==> src/rtl/serial_link_pkg.sv <==
`default_nettype none
// ============================================================================
// Module      : serial_link_pkg
// Description : Shared constants and state encoding for the one-wire byte
//               link (serial transmitter and serial_receiver).
// Revision    : 1.0 - initial release
// ============================================================================
package serial_link_pkg;

    // Number of data bits carried by one frame
    localparam int C_FRAME_WIDTH = 8;

    // Line levels: a single high cycle marks a start, the line rests low
    localparam logic C_START_LEVEL = 1'b1;
    localparam logic C_IDLE_LEVEL  = 1'b0;

    // Link FSM state encoding
    localparam int C_STATE_W = 2;
    typedef enum logic [C_STATE_W-1:0] {
        IDLE  = 2'd0,
        DATA  = 2'd1,
        GUARD = 2'd2
    } link_state_e;

endpackage : serial_link_pkg
`default_nettype wire

==> src/rtl/serial_receiver.sv <==
`default_nettype none
// ============================================================================
// Module      : serial_receiver
// Description : One-wire serial-to-parallel byte receiver. Detects a single
//               high start cycle, shifts in 8 data bits LSB first and
//               presents the byte with a Valid/Ack handshake and a sticky
//               Overrun flag.
//               Optional macro RX_GUARD_CHECK_EN adds a mandatory low guard
//               cycle after bit 7; a high guard pulses FrameErr and drops
//               the byte.
// Revision    : 1.0 - initial release
// ============================================================================
module serial_receiver
    import serial_link_pkg::*;
(
    input  logic       Clk,
    input  logic       Rst_n,
    input  logic       SDin,
    input  logic       Ack,
    output logic [7:0] PDout,
    output logic       Valid,
    output logic       Busy,
    output logic       Overrun,
    output logic       FrameErr
);

`ifdef RX_GUARD_CHECK_EN
    // The whole byte must be held through the guard cycle
    localparam int C_SHIFT_W = C_FRAME_WIDTH;
`else
    // Bit 7 is taken straight from the line on the completing edge
    localparam int C_SHIFT_W = C_FRAME_WIDTH - 1;
`endif

    link_state_e          r_state_q,   w_state_d;
    logic [2:0]           r_cnt_q,     w_cnt_d;
    logic [C_SHIFT_W-1:0] r_shift_q,   w_shift_d;
    logic [7:0]           r_pdout_q,   w_pdout_d;
    logic                 r_valid_q,   w_valid_d;
    logic                 r_overrun_q, w_overrun_d;
    logic [7:0]           w_full;
    logic [7:0]           w_byte;
    logic                 w_complete;
`ifdef RX_GUARD_CHECK_EN
    logic                 r_frame_err_q, w_frame_err_d;
`endif

    // Byte as it would stand if the current line sample were the final bit
    assign w_full = {SDin, r_shift_q[C_SHIFT_W-1 -: 7]};

    // Next-state, shift/count and handshake logic
    always_comb begin
        w_state_d   = r_state_q;
        w_cnt_d     = r_cnt_q;
        w_shift_d   = r_shift_q;
        w_pdout_d   = r_pdout_q;
        w_valid_d   = r_valid_q;
        w_overrun_d = r_overrun_q;
        w_byte      = w_full;
        w_complete  = 1'b0;
`ifdef RX_GUARD_CHECK_EN
        w_frame_err_d = 1'b0;
`endif
        case (r_state_q)
            IDLE: begin
                if (SDin == C_START_LEVEL) begin
                    w_state_d = DATA;
                    w_cnt_d   = 3'd0;
                end
            end
            DATA: begin
                w_shift_d = w_full[7 -: C_SHIFT_W];
                w_cnt_d   = r_cnt_q + 3'd1;
                if (r_cnt_q == 3'd7) begin
`ifdef RX_GUARD_CHECK_EN
                    w_state_d = GUARD;
`else
                    w_state_d  = IDLE;
                    w_complete = 1'b1;
`endif
                end
            end
`ifdef RX_GUARD_CHECK_EN
            GUARD: begin
                // A high guard is a framing error, never a new start
                w_state_d = IDLE;
                w_byte    = r_shift_q;
                if (SDin == C_IDLE_LEVEL) begin
                    w_complete = 1'b1;
                end else begin
                    w_frame_err_d = 1'b1;
                end
            end
`endif
            default: w_state_d = IDLE;
        endcase

        // Completion wins over a coincident Ack; Ack still clears Overrun
        if (w_complete) begin
            w_pdout_d = w_byte;
            w_valid_d = 1'b1;
            if (r_valid_q && !Ack) begin
                w_overrun_d = 1'b1;
            end else if (Ack) begin
                w_overrun_d = 1'b0;
            end
        end else if (Ack) begin
            w_valid_d   = 1'b0;
            w_overrun_d = 1'b0;
        end
    end

    // State and output registers with synchronous active-low reset
    always_ff @(posedge Clk) begin
        if (!Rst_n) begin
            r_state_q   <= IDLE;
            r_cnt_q     <= 3'd0;
            r_shift_q   <= '0;
            r_pdout_q   <= 8'h00;
            r_valid_q   <= 1'b0;
            r_overrun_q <= 1'b0;
`ifdef RX_GUARD_CHECK_EN
            r_frame_err_q <= 1'b0;
`endif
        end else begin
            r_state_q   <= w_state_d;
            r_cnt_q     <= w_cnt_d;
            r_shift_q   <= w_shift_d;
            r_pdout_q   <= w_pdout_d;
            r_valid_q   <= w_valid_d;
            r_overrun_q <= w_overrun_d;
`ifdef RX_GUARD_CHECK_EN
            r_frame_err_q <= w_frame_err_d;
`endif
        end
    end

    assign PDout   = r_pdout_q;
    assign Valid   = r_valid_q;
    assign Overrun = r_overrun_q;
    assign Busy    = (r_state_q != IDLE);
`ifdef RX_GUARD_CHECK_EN
    assign FrameErr = r_frame_err_q;
`else
    assign FrameErr = 1'b0;
`endif

endmodule : serial_receiver
`default_nettype wire

==> config.mk <==
export PLATFORM = sky130hd
export DESIGN_NAME = serial_receiver
export DESIGN_NICKNAME = d
export VERILOG_FILES = /design/src/rtl/serial_link_pkg.sv /design/src/rtl/serial_receiver.sv
export SDC_FILE = /design/constraint.sdc
export NUM_CORES = 1
export LEC_CHECK = 0
export BUFFER_PORTS_ARGS = -buffer_cell sky130_fd_sc_hd__buf_2
export CELL_PAD_IN_SITES_DETAIL_PLACEMENT = 0
export CELL_PAD_IN_SITES_GLOBAL_PLACEMENT = 2
export CORE_MARGIN = 4
export CORE_UTILIZATION = 23
export DETAILED_ROUTE_END_ITERATION = 12
export PLACE_DENSITY = 0.56
export SLEW_MARGIN = 0
export SYNTH_ARGS = -nofsm -noshare
export SYNTH_HDL_FRONTEND = slang
export SYNTH_SLANG_ARGS = --single-unit
==> constraint.sdc <==
create_clock -name Clk -period 3.5 [get_ports Clk]
set_input_delay 0.35 -clock Clk [delete_from_list [all_inputs] [get_ports Clk]]
set_output_delay 0.35 -clock Clk [all_outputs]
set_load 0.01 [all_outputs]
==> metrics <==
most frequent cells in the layout dfxtp_1, buf_2, a21bo_2; Layout area overhead 12.8%; CTS H-tree lvls 1; Mean Syn Cell Area 10.6 µm²; vias per cell 4.25; Die Y ~71 µm; Slew @ Worst Pin 0.786 ns; initial antenna violation count 0; WL final 1770 µm; vias in the first global route 585; drt initial violations 27; Crit. Startpoint r_cnt_q[0]; final period utilization 0.462; initial core utilization 0.244; Critical Path Sink Type flop; CTS tree built; Period minus WS final 1.62 ns; Worst-Skew Late Latency 0.26 ns; R2R Path Start r_cnt_q[0]; post-layout instance area 1040 µm²; wire length of the first global-routing pass 2900 µm; Area after DPL 991 µm²; Mapped Cells 87; CTS Buffer Depth 2; Post-DP HPWL 1150 µm; Critical Path Start Type flop; TritonCTS Buffers 3; DR WL/cell ~12 µm; Antenna Nets Post-Route 0; Post-CTS Hold Fix Bufs 0; post-synthesis sequential area ratio 0.457; synth warn 0; Max Cap Viol 0; routability congestion estimate 0.642; Post-CTS Setup Inserts 0; # nets final around 110; all-layer global routing usage 0.0736; max layer used met4; Setup violations, final 0; layout cell share with drive strength beyond 1 0.398; Post-Place Cells 142; Power Density 412 nW/µm²; Yosys top cell area share 0.457; largest net degree at the start of global routing 35; Yosys reg bits 21; CTS root buf clkbuf_8; WS Path Type reg2reg; most common cell after layout, fill and taps aside dfxtp_1; vias 621; crit path DAT 1.74 ns; Layout fillers 428; setup TNS 0 ns; I/O pins 16; PortBufs 14; Row Count 22; antenna fix cells 0; drt first pass iters 4; hold slack 0.256 ns; Clock transition at path regs 0.08 ns; Post-CTS Resized 0; f_max approximately 620 MHz; Hold Fails Final Rpt 0; leading post-synthesis cells by cell area dfxtp_1, a21bo_2, mux2i_1, nand3_2, a21oi_2; R2R cell count 4; WL met2 839 µm; Hold WC Path Type in2reg; Leak 0.405 nW; M1 WL 831 µm; die area 5070 µm²; pins over their slew limit 0; Core ar. between 3000 and 4000 µm²; hold_sp Ack; Mapped Area about 920 µm²; crit-path max FO 19; Peak VDD IR approximately 210 µV; width of the die 71.2 µm; Final Skew 0.00613 ns; area leader, netlist dfxtp_1; met3 wire len 79 µm; final worst setup slack 1.88 ns; worst endpoint required time 3.62 ns; Max-slew headroom 0.476; Hold Crit Depth 2; status complete, no violations; # DRC 0; Syn Nets 93; RSZ-0062 raised after global routing false; CTS Sinks 21; final non-filler cell total 146; Yosys cell types 22; DP Worst Slack 1.83 ns; GRT overflow 0
[kinds of logic (layout without fill, tap and decap cells)]
group | Yosys count | count (layout) | share of synthesized area
AO/OA/AOI/OAI | 23 | 23 | 0.195
adder cells (fa/ha/maj) | 2 | 2 | 0.0272
flip-flops | 21 | 21 | 0.457
other | 1 | 1 | 0.00408
multiplexers | 7 | 7 | 0.0762
buffers and inverters | 9 | 20 | 0.0762
AND/OR/NAND/NOR | 24 | 24 | 0.165
[through the flow]
| step | utilization | power [mW] |
|---|---|---|
| final | 0.275 | 0.427 |
| after global routing | 0.275 | 0.451 |
| after CTS | 0.275 | 0.440 |
| after detailed placement | 0.263 | 0.276 |
| after global placement | 0.263 | 0.277 |
| after floorplan | - | 0.273 |
[power by group]
group | internal [mW] | switching [mW] | total, mW
logic | 0.00832 | 0.0182 | 0.0265
registers | 0.242 | 0.00204 | 0.244
clock network | 0.0793 | 0.0775 | 0.157
[synthesized netlist by cell type]
| master | instances |
|---|---|
| a21oi_2 | 6 |
| clkbuf_1 | 1 |
| a31oi_1 | 1 |
| buf_6 | 2 |
| o21ai_0 | 1 |
| a21oi_1 | 7 |
| nand3_1 | 2 |
| nor2_1 | 7 |
| or3b_1 | 3 |
| inv_1 | 1 |
| nand3_2 | 6 |
| buf_4 | 2 |
| conb_1 | 1 |
| buf_2 | 2 |
| nand2b_1 | 2 |
| nand2_1 | 3 |
| a21bo_2 | 8 |
| dfxtp_1 | 21 |
| nor3_1 | 1 |
| buf_8 | 1 |
| mux2i_1 | 7 |
| ha_1 | 2 |
[flip-flops by register name, summed over array words and instances, names as in the netlist]
register   cells
PDout          8
r_shift_q      7
r_cnt_q        3
Overrun        1
Valid          1
r_state_q      1
[layer usage]
metal / track usage / up-vias
li1: - / 322
met1: 0.0882 / 287
met2: 0.111 / 10
met3: 0.0365 / 2
met4: 0.0313 / 0
met5: 0 / -
[critical path, cell delays in order (launching register included)]
cell and delay [ns]:
dfxtp_1 0.35, ha_1 0.16, ha_1 0.66, a21bo_2 0.26, a21oi_2 0.05
[cell type report]
type	count	area [µm²]	area share
clock inverters	1	5.00	0.00483
inverters	1	3.75	0.00362
multi-input cells	57	429	0.414
repair buffers	15	77.6	0.0748
flip-flops and latches	21	420	0.405
well taps	48	60.1	0.0579
clock buffers	3	41.3	0.0398
[path summary, 6_finish.rpt]
| check | slack (ns) | end |
|---|---|---|
| max | 1.88 | PDout[3] |
| min | 0.26 | Overrun |
| max reg2reg | 1.88 | PDout[3] |
| min reg2reg | 0.49 | PDout[5] |
(Power assumes the default switching activity.)
